<file path="config.mk">
export PLATFORM = sky130hd
export DESIGN_NAME = nf10_upb_input_arbiter
export DESIGN_NICKNAME = d
export VERILOG_FILES = /design/src/rtl/nf10_upb_arb_pkg.sv /design/src/rtl/nf10_upb_axis_reg_slice.sv /design/src/rtl/nf10_upb_input_arbiter.sv
export SDC_FILE = /design/constraint.sdc
export NUM_CORES = 2
export LEC_CHECK = 0
export ABC_CLOCK_PERIOD_IN_PS = 4300
export CAP_MARGIN = 25
export CELL_PAD_IN_SITES_DETAIL_PLACEMENT = 1
export CELL_PAD_IN_SITES_GLOBAL_PLACEMENT = 2
export CORE_AREA = 2 2 744 746
export CTS_CLUSTER_DIAMETER = 200
export DETAILED_ROUTE_END_ITERATION = 8
export DIE_AREA = 0 0 746 748
export GPL_ROUTABILITY_DRIVEN = 0
export PLACE_DENSITY_LB_ADDON = 0.05
export SLEW_MARGIN = 15
export SYNTH_ARGS = -nofsm -noshare
export SYNTH_HDL_FRONTEND = slang
export SYNTH_SLANG_ARGS = --single-unit
</file>
<file path="constraint.sdc">
create_clock -name CLK -period 4.3 [get_ports CLK]
set_clock_uncertainty 0.1 [all_clocks]
set_input_delay 0.645 -clock CLK [delete_from_list [all_inputs] [get_ports CLK]]
set_output_delay 0.645 -clock CLK [all_outputs]
set_load 0.03 [all_outputs]
</file>
<file path="src/rtl/nf10_upb_arb_pkg.sv">
// nf10_upb_arb_pkg
// Shared definitions for the nf10_upb input arbiter:
//   - AXI-Stream field widths and the packed slice payload width
//   - grant FSM state encoding
//   - round-robin next-index helper
package nf10_upb_arb_pkg;

    localparam int TDATA_W   = 256;
    localparam int TKEEP_W   = 32;
    localparam int INPORT_W  = 3;
    localparam int VPORT_W   = 3;
    localparam int PLEN_W    = 14;
    localparam int OUTPORT_W = 8;

    // tdata | tkeep | in_port | in_vport | packet_length | tlast
    localparam int PAYLOAD_W = TDATA_W + TKEEP_W + INPORT_W + VPORT_W + PLEN_W + 1;

    typedef enum logic {
        ST_IDLE   = 1'b0,
        ST_LOCKED = 1'b1
    } arb_state_e;

    // Index following idx in a ring of n entries.
    function automatic int rr_next(input int idx, input int n);
        if (idx + 1 >= n) begin
            return 0;
        end
        return idx + 1;
    endfunction

endpackage

</file>
<file path="src/rtl/nf10_upb_axis_reg_slice.sv">
// nf10_upb_axis_reg_slice
// Two-entry skid buffer for an AXI-Stream payload. Every output is a flop:
// out_data/out_valid come from the head entry, in_ready is the inverse of the
// second-entry valid bit. Sustains one beat per cycle while out_ready is high.
// Ports:
//   clk, rst           clock, synchronous active-high reset (empties buffer)
//   in_data/valid/ready   upstream handshake, W-bit payload
//   out_data/valid/ready  downstream handshake, W-bit payload
module nf10_upb_axis_reg_slice #(
    parameter int W = 8
) (
    input  logic         clk,
    input  logic         rst,
    input  logic [W-1:0] in_data,
    input  logic         in_valid,
    output logic         in_ready,
    output logic [W-1:0] out_data,
    output logic         out_valid,
    input  logic         out_ready
);

    logic [W-1:0] e0_q, e0_d;
    logic [W-1:0] e1_q, e1_d;
    logic         v0_q, v0_d;
    logic         v1_q, v1_d;
    logic         push, pop;

    assign in_ready  = ~v1_q;
    assign out_valid = v0_q;
    assign out_data  = e0_q;

    always_comb begin
        e0_d = e0_q;
        e1_d = e1_q;
        v0_d = v0_q;
        v1_d = v1_q;
        push = in_valid & ~v1_q;
        pop  = v0_q & out_ready;

        if (pop) begin
            if (v1_q) begin
                // Full: push is blocked, second entry shifts into the head.
                e0_d = e1_q;
                v1_d = 1'b0;
            end else if (push) begin
                e0_d = in_data;
            end else begin
                v0_d = 1'b0;
            end
        end else if (push) begin
            if (!v0_q) begin
                e0_d = in_data;
                v0_d = 1'b1;
            end else begin
                e1_d = in_data;
                v1_d = 1'b1;
            end
        end
    end

    always_ff @(posedge clk) begin
        if (rst) begin
            e0_q <= '0;
            e1_q <= '0;
            v0_q <= 1'b0;
            v1_q <= 1'b0;
        end else begin
            e0_q <= e0_d;
            e1_q <= e1_d;
            v0_q <= v0_d;
            v1_q <= v1_d;
        end
    end

endmodule

</file>
<file path="src/rtl/nf10_upb_input_arbiter.sv">
// nf10_upb_input_arbiter
// Packet-granular round-robin merge of C_NUM_INPUTS AXI-Stream sources into
// one stream. A grant is held from the first beat through tlast; the merged
// stream leaves through a registered two-entry slice.
//
// Build option: define NF10_UPB_ARB_STRICT_PRIO_EN to give input C_PRIO_PORT
// strict priority in IDLE (rr_ptr is left untouched after its packets).
//
// Ports:
//   CLK, RST                 clock, synchronous active-high reset
//   s_axis_*                 N packed slave streams (field i at i*W +: W)
//   s_axis_tready            one-hot (or zero) per-input ready
//   m_axis_*                 merged master stream, all outputs registered
//   m_axis_tuser_out_port/vport  tied to zero
//
// state     | meaning
// ST_IDLE   | no grant; pick winner from rr_ptr upward, all tready low
// ST_LOCKED | grant held; granted input feeds slice until tlast accepted
module nf10_upb_input_arbiter
    import nf10_upb_arb_pkg::*;
#(
    parameter int C_NUM_INPUTS = 5,
    parameter int C_PRIO_PORT  = 4
) (
    input  logic                             CLK,
    input  logic                             RST,

    input  logic [C_NUM_INPUTS*TDATA_W-1:0]  s_axis_tdata,
    input  logic [C_NUM_INPUTS*TKEEP_W-1:0]  s_axis_tkeep,
    input  logic [C_NUM_INPUTS*INPORT_W-1:0] s_axis_tuser_in_port,
    input  logic [C_NUM_INPUTS*VPORT_W-1:0]  s_axis_tuser_in_vport,
    input  logic [C_NUM_INPUTS*PLEN_W-1:0]   s_axis_tuser_packet_length,
    input  logic [C_NUM_INPUTS-1:0]          s_axis_tvalid,
    output logic [C_NUM_INPUTS-1:0]          s_axis_tready,
    input  logic [C_NUM_INPUTS-1:0]          s_axis_tlast,

    output logic [TDATA_W-1:0]               m_axis_tdata,
    output logic [TKEEP_W-1:0]               m_axis_tkeep,
    output logic [INPORT_W-1:0]              m_axis_tuser_in_port,
    output logic [VPORT_W-1:0]               m_axis_tuser_in_vport,
    output logic [PLEN_W-1:0]                m_axis_tuser_packet_length,
    output logic [OUTPORT_W-1:0]             m_axis_tuser_out_port,
    output logic [OUTPORT_W-1:0]             m_axis_tuser_out_vport,
    output logic                             m_axis_tvalid,
    input  logic                             m_axis_tready,
    output logic                             m_axis_tlast
);

    localparam int PTR_W = (C_NUM_INPUTS > 1) ? $clog2(C_NUM_INPUTS) : 1;

    arb_state_e       state_q, state_d;
    logic [PTR_W-1:0] grant_q, grant_d;
    logic [PTR_W-1:0] rr_ptr_q, rr_ptr_d;
    logic [PTR_W-1:0] win;

    logic [2*C_NUM_INPUTS-1:0] req_dbl;
    logic [C_NUM_INPUTS-1:0]   req_rot;

    logic                 g_valid;
    logic                 g_last;
    logic [TDATA_W-1:0]   g_tdata;
    logic [TKEEP_W-1:0]   g_tkeep;
    logic [INPORT_W-1:0]  g_port;
    logic [VPORT_W-1:0]   g_vport;
    logic [PLEN_W-1:0]    g_plen;

    logic                 slice_in_valid;
    logic                 slice_in_ready;
    logic [PAYLOAD_W-1:0] slice_in_data;
    logic [PAYLOAD_W-1:0] slice_out_data;

    // Rotate requests so bit k means input (rr_ptr + k) mod N; the lowest set
    // bit of the rotated vector is the round-robin winner.
    assign req_dbl = {s_axis_tvalid, s_axis_tvalid};
    assign req_rot = C_NUM_INPUTS'(req_dbl >> rr_ptr_q);

    always_comb begin
        int  pos;
        logic found;
        pos   = 0;
        found = 1'b0;
        win   = '0;
        for (int k = 0; k < C_NUM_INPUTS; k++) begin
            if (!found && req_rot[k]) begin
                found = 1'b1;
                pos   = int'(rr_ptr_q) + k;
                if (pos >= C_NUM_INPUTS) begin
                    pos = pos - C_NUM_INPUTS;
                end
                win = PTR_W'(pos);
            end
        end
`ifdef NF10_UPB_ARB_STRICT_PRIO_EN
        if (s_axis_tvalid[C_PRIO_PORT]) begin
            win = PTR_W'(C_PRIO_PORT);
        end
`endif
    end

    always_comb begin
        g_valid = 1'b0;
        g_last  = 1'b0;
        g_tdata = '0;
        g_tkeep = '0;
        g_port  = '0;
        g_vport = '0;
        g_plen  = '0;
        for (int i = 0; i < C_NUM_INPUTS; i++) begin
            if (grant_q == PTR_W'(i)) begin
                g_valid = s_axis_tvalid[i];
                g_last  = s_axis_tlast[i];
                g_tdata = s_axis_tdata[i*TDATA_W +: TDATA_W];
                g_tkeep = s_axis_tkeep[i*TKEEP_W +: TKEEP_W];
                g_port  = s_axis_tuser_in_port[i*INPORT_W +: INPORT_W];
                g_vport = s_axis_tuser_in_vport[i*VPORT_W +: VPORT_W];
                g_plen  = s_axis_tuser_packet_length[i*PLEN_W +: PLEN_W];
            end
        end
    end

    assign slice_in_data = {g_tdata, g_tkeep, g_port, g_vport, g_plen, g_last};

    always_comb begin
        state_d        = state_q;
        grant_d        = grant_q;
        rr_ptr_d       = rr_ptr_q;
        s_axis_tready  = '0;
        slice_in_valid = 1'b0;

        case (state_q)
            ST_IDLE: begin
                if (|s_axis_tvalid) begin
                    grant_d = win;
                    state_d = ST_LOCKED;
                end
            end
            ST_LOCKED: begin
                for (int i = 0; i < C_NUM_INPUTS; i++) begin
                    if (grant_q == PTR_W'(i)) begin
                        s_axis_tready[i] = slice_in_ready;
                    end
                end
                slice_in_valid = g_valid;
                if (g_valid && slice_in_ready && g_last) begin
                    state_d = ST_IDLE;
`ifdef NF10_UPB_ARB_STRICT_PRIO_EN
                    if (grant_q != PTR_W'(C_PRIO_PORT)) begin
                        rr_ptr_d = PTR_W'(rr_next(int'(grant_q), C_NUM_INPUTS));
                    end
`else
                    rr_ptr_d = PTR_W'(rr_next(int'(grant_q), C_NUM_INPUTS));
`endif
                end
            end
            default: begin
                state_d = ST_IDLE;
            end
        endcase
    end

    always_ff @(posedge CLK) begin
        if (RST) begin
            state_q  <= ST_IDLE;
            grant_q  <= '0;
            rr_ptr_q <= '0;
        end else begin
            state_q  <= state_d;
            grant_q  <= grant_d;
            rr_ptr_q <= rr_ptr_d;
        end
    end

    nf10_upb_axis_reg_slice #(
        .W (PAYLOAD_W)
    ) u_slice (
        .clk       (CLK),
        .rst       (RST),
        .in_data   (slice_in_data),
        .in_valid  (slice_in_valid),
        .in_ready  (slice_in_ready),
        .out_data  (slice_out_data),
        .out_valid (m_axis_tvalid),
        .out_ready (m_axis_tready)
    );

    assign {m_axis_tdata, m_axis_tkeep, m_axis_tuser_in_port, m_axis_tuser_in_vport,
            m_axis_tuser_packet_length, m_axis_tlast} = slice_out_data;

    assign m_axis_tuser_out_port  = '0;
    assign m_axis_tuser_out_vport = '0;

endmodule

</file>
* Word level (Yosys, flattened, before mapping)
Index checks and enable logic that the tools add are counted.
** Operators by class
- Add/sub/neg operators :: 10
- $lt $le $gt $ge :: 6
- Equal/unequal tests :: 7
- Shifts and indexed selects :: 1
- Muxes and demuxes :: 72
- Bitwise logic cells :: 5
- Reductions and logical operators :: 21
** Operators by type and width (count)
- 309-bit two-way mux :: 5
- 256-bit two-way mux :: 5
- 32-bit two-way mux :: 5
- 14-bit two-way mux :: 5
- 3-bit two-way mux :: 21
- 1-bit two-way mux :: 29
- 4-bit by 3-bit greater-or-equal comparator with 1-bit output (second input constant) :: 5
- 3-bit subtractor (second input constant) :: 5
- 10-bit by 3-bit right shift with 5-bit output :: 1
- 3-bit AND reduction :: 3
- 3-bit by 1-bit adder with 4-bit output (second input constant) :: 2
- 3-bit by 2-bit adder with 4-bit output (second input constant) :: 2
- 3-bit by 2-bit equality test with 1-bit output (second input constant) :: 2
- 1-bit logical AND :: 6
- 2-bit != test (second input constant) :: 3
- 2-bit AND reduction :: 3
- 5-bit two-way mux :: 1
- 5-bit OR reduction :: 1
- 3-bit by 3-bit adder with 4-bit output (second input constant) :: 1
- 1-bit logical NOT :: 4
- 2-bit nonzero test :: 2
- 3-bit by 1-bit equality test with 1-bit output (second input constant) :: 1
- 3-bit equality test (second input constant) :: 1
- 3-bit greater-or-equal comparator (second input constant) :: 1
- 5 further kinds :: 8
** Storage, ports and cells
- Register bits after elaboration :: 627
- Bits of input ports :: 1553
- Output and inout bits :: 331
- Logic and storage cells :: 129

* Depth between registers and ports, before layout
- Depth after elaboration :: 14
- Depth in mapped cells :: 12

* Modules after synthesis
A second synthesis with hierarchy kept.
** Unflattened totals
- Cell total of the unflattened synthesis :: 5079
- Area total of the unflattened synthesis :: 36252.3 um2
** Modules (own cells, without submodules)
- nf10_upb_axis_reg_slice :: instances 1, cells each 2730, area an instance 23682.7 um2
- nf10_upb_input_arbiter :: instances 1, cells each 2349, area an instance 12569.6 um2

* Worst setup path before layout
Ideal clock, no wire load.
- Kind :: reg2reg
- From :: register rr_ptr_q[1]
- To :: register grant_q[2]
- Setup time :: 0.103 ns
- Arrival :: 2.376 ns
- Required time :: 4.097 ns
- Setup slack :: 1.721 ns
- Stages on the path, launching flop included :: 12
- Path buffers :: 2
- Clock period less this slack :: 2.579 ns
- Path through :: dfxtp_1 -> buf_6 -> buf_2 -> inv_1 -> ha_1 -> ha_1 -> or2_2 -> o21ai_0 -> o2111ai_1 -> a21oi_1 -> a211oi_1 -> a2111oi_2
** Between the ends
- Word-level cells in the longest chain between the ends :: 14
- Elaborated cells on any way between the ends :: 37
- Classes of those cells :: add/sub: 9; order compare: 5; shift: 1; mux: 14; reduce/logical: 8
** Ends and longest elaborated chain
- start: declaration :: RTL line nf10_upb_input_arbiter.sv:53 : logic [PTR_W-1:0] rr_ptr_q, rr_ptr_d;
- start signal: assignment :: RTL line nf10_upb_input_arbiter.sv:169 : rr_ptr_q <= rr_ptr_d;
- branches (longest 13 deep; another with 3-bit by 1-bit adder with 4-bit output)
- 3-bit two-way mux (*) :: RTL line nf10_upb_input_arbiter.sv:84 : if (!found && req_rot[k]) begin
- end signal: assignment :: RTL line nf10_upb_input_arbiter.sv:168 : grant_q <= grant_d;
- end: declaration :: RTL line nf10_upb_input_arbiter.sv:52 : logic [PTR_W-1:0] grant_q, grant_d;
Mark *: on every way between the ends.
A chain may end at the register's enable or synchronous reset.

* Final worst setup path
- From :: register grant_q[0]
- To :: register u_slice.e0_q[173] (netlist: u_slice.out_data[173])
** Between the ends
- Word-level cells in the longest chain between the ends :: 10
- Elaborated cells on any way between the ends :: 25
- Classes of those cells :: eq/ne: 4; mux: 16; bitwise: 1; reduce/logical: 4
** Ends and longest elaborated chain
- 3-bit logical NOT :: RTL line nf10_upb_input_arbiter.sv:109 : if (grant_q == PTR_W'(i)) begin
- 1-bit two-way mux (5 in a row) :: RTL line nf10_upb_input_arbiter.sv:109
- 1-bit two-way mux :: RTL line nf10_upb_input_arbiter.sv:130 : case (state_q)
- 1-bit AND :: RTL line nf10_upb_axis_reg_slice.sv:37 : push = in_valid & ~v1_q;
- 2-bit nonzero test (no source line)
- 3-bit AND reduction (no source line)
- end signal: assignment :: RTL line nf10_upb_axis_reg_slice.sv:63 : e0_q <= '0;
- end signal: assignment :: RTL line nf10_upb_axis_reg_slice.sv:68 : e0_q <= e0_d;
- end: declaration :: RTL line nf10_upb_axis_reg_slice.sv:22 : logic [W-1:0] e0_q, e0_d;
Parallel ways exist; a longest one is shown, timed or not. The select of a mux whose other input is x is not followed.

==> qor.csv <==
metric,value,unit
die_h,748,um
min_to,grant_q[1]$_SDFFE_PP0P_,
r2r-start,grant_q[0]$_SDFFE_PP0P_,
cp.arrival,4.72,ns
start_util,6.62,%
post-route-drc-count,0,
cts_tree,yes,
rsz0062_at_grt,no,
clock_path_buffers,4,
clk_pin_slew,0.05,ns
cap_violations,0,
grt_antenna_before_repair,246,
crit_chain,"inv_1, ha_1, nor3b_4, buf_12, buf_12, a221oi_1, o21ai_0, buf_4, mux2i_1, a211oi_2",
hpwl,344,mm
tightest_slew,1.34,ns
synth-seq-area-share,34.4,%
wl_per_cell,30.6,um
synth_xor_area_share,0.120,%
crit_required,4.95,ns
synthAdderAreaFrac,0.536,%
synth-compound-area-share,32.7,%
numCtsBuffers,112,
worstSetupPathType,reg2reg,
synthMuxAreaShare,9.03,%
core.rowCount,273,
syn_area_per_cell,7.65,sq um
firstDrtPassIters,5,
min_period,4.07,ns
dieArea,558000,sq um
hold_viol,0,
critPathCaptureType,register,
first_global_vias,48100,
port_buffers,1867,
cts-root-buf,clkbuf_16,
cpMostUsedCell,buf_12,
dr_total_vias,45700,
insertion_delay,0.86,ns
power_density,469,nW/um^2
reg2reg_depth,10,
maxSlewViolCount,0,
p_leak,24.5,nW
synth-edff-count,0,
num-nets-final,8094,
core,551000,sq um
peakVddDrop,0.302,mV
viasPerCell,3.28,
cts_sinks,627,
drive_above_1_share,8.39,%
syn_area,36400,sq um
synth_cell_type_count,63,
antenna_left,0,
setup_violations,0,
ios,1884,
fin_crit_sh,94.7,%
drtIter0Drc,2014,
cts_hold_buf,0,
post_cts_resized,3,
crit_slowest_cell,o21ai_0,
synth-simple-area-share,16.1,%
r2r_end,u_slice.out_data[173]$_SDFFE_PP0P_,
timing.slew.headroom,10.7,%
final_area,68700,sq um
startpoint_type,register,
grt_pass1_wl,542,mm
synth_warnings,0,
placed_area,65200,sq um
synthArstFlopShare,0,%
grt-ovfl-total,0,
status,"finished, final reports clean",
cp_slowest_stage_delay,0.69,ns
synthFlopType,dfxtp_1,
p_total,0.0322,W
hold_path_depth,2,
crit_fanout,34,
r2r_slack,0.23,ns
fmax,0.246,GHz
synth_top_family_by_area,compound AO/OA/AOI/OAI gates,
die_w,746,um
netlist_instances,4764,
hold_start,RST,
grt_max_degree,140,
htreeDepth,3,
synth-seq-cells,627,
finalWirelength,427,mm
syn_to_final_growth,88.6,%
hold_class,in2reg,
post_cts_buffers,0,
grtUsageTotal,14.7,%
==> placed cells by master, fill, tap and decap left out, types with 17 or more instances in the layout <==
cell and instances:
clkbuf_8 29, buf_4 233, clkbuf_1 31, mux2i_1 315, nor2_1 320, buf_12 77, dfxtp_1 627, clkbuf_16 113
clkdlybuf4s50_1 1863, nand2_1 634, o21ai_0 539, a211oi_1 265, a221oi_1 307, o21ai_1 91, clkinv_2 17, a21oi_1 635
a211oi_2 47, and3_1 311, diode_2 38
==> layout make-up <==
type | count | area [sq um]
inverter | 14 | 60.1
fill | 64700 | 482000
clock inverter | 22 | 150
tap | 7287 | 9120
antenna | 38 | 95.1
timing repair buffer | 2175 | 22000
sequential | 627 | 12600
multi-input combinational | 3596 | 21500
clock buffer | 173 | 3340
==> sequential cells by signal (all words and copies together), names as in the netlist <==
signal	flops
u_slice.out_data	309
rr_ptr_q	3
u_slice.out_valid	1
u_slice.e1_q	309
state_q	1
grant_q	3
u_slice.v1_q	1
==> how the worst max path moves through the flow <==
stage | to | start | cells past startpoint
after global placement | u_slice.out_data[177]$_SDFFE_PP0P_ | grant_q[0]$_SDFFE_PP0P_ | 10
after floorplan | grant_q[2]$_SDFFE_PP0P_ | rr_ptr_q[1]$_SDFFE_PP0P_ | 11
after CTS | u_slice.out_data[169]$_SDFFE_PP0P_ | grant_q[0]$_SDFFE_PP0P_ | 10
after global routing | u_slice.out_data[74]$_SDFFE_PP0P_ | grant_q[0]$_SDFFE_PP0P_ | 10
final | u_slice.out_data[173]$_SDFFE_PP0P_ | grant_q[0]$_SDFFE_PP0P_ | 10
after detailed placement | u_slice.out_data[177]$_SDFFE_PP0P_ | grant_q[0]$_SDFFE_PP0P_ | 10
==> worst max-delay path: cells and delay by family, from the launching register on <==
family,cells,cell delay [ns]
compound gates,3,1.06
buf+inv,4,1.05
simple gates,1,0.67
fa+ha+maj,1,0.44
flops,1,0.37
mux,1,0.11
==> synth_stat cells, types with 3 or more instances <==
cell type	number	area, sq um
nand2_1	636	2390
a21oi_1	635	3180
dfxtp_1	627	12600
o21ai_0	545	2730
nor2_1	320	1200
mux2i_1	315	3150
and3_1	311	1950
a221oi_1	309	2710
clkbuf_1	301	1130
a211oi_1	265	1990
buf_2	149	746
o21ai_1	85	425
buf_4	53	398
a211oi_2	47	588
buf_1	25	93.8
buf_6	14	158
ha_1	14	175
inv_1	11	41.3
nand2b_1	11	68.8
nor3_1	9	45.0
nor2b_1	8	50.1
mux2_2	5	56.3
o211ai_1	5	37.5
xnor2_1	4	35.0
inv_2	3	11.3
nand3_1	3	15.0
nand3b_1	3	22.5
nor4_1	3	18.8
==> stage by stage <==
| stage | setup WS, ns | TNS (ns) | std cells | hold WS (ns) | util, % |
|---|---|---|---|---|---|
| global placement | 0.0223 | 0 | 13700 | 0.341 | 11.8 |
| finish | 0.228 | 0 | 13900 | 0.124 | 12.5 |
| detailed placement | -0.0425 | -0.0425 | 13700 | 0.346 | 11.8 |
| CTS | 0.0255 | 0 | 13900 | 0.0154 | 12.5 |
| global route | 0.0374 | 0 | 13900 | 0.0641 | 12.5 |
| floorplan | 1.72 | 0 | 4779 | 0.336 | - |
==> metal layers <==
metal | global-route usage (%) | share of wire, %
met3 | 4.71 | 7.4
met5 | 0 | 0.18
met1 | 18.2 | 43
met4 | 1.67 | 1.4
met2 | 25.3 | 48
==> kinds of logic after synthesis <==
family / count (synthesis)
mux: 324
simple gates: 1317
buf+inv: 556
other cells: 1
xor+xnor: 5
fa+ha+maj: 15
compound gates: 1919
flops: 627
==> report_power, final <==
part	leakage, nW	total, W	switching [W]	internal (W)
clock	1.73	0.00898	0.00369	0.00529
sequential	5.10	0.00715	0.000531	0.00662
combinational	17.7	0.0161	0.0103	0.00579
total	24.5	0.0322	0.0145	0.0177
(Power assumes the default switching activity.)
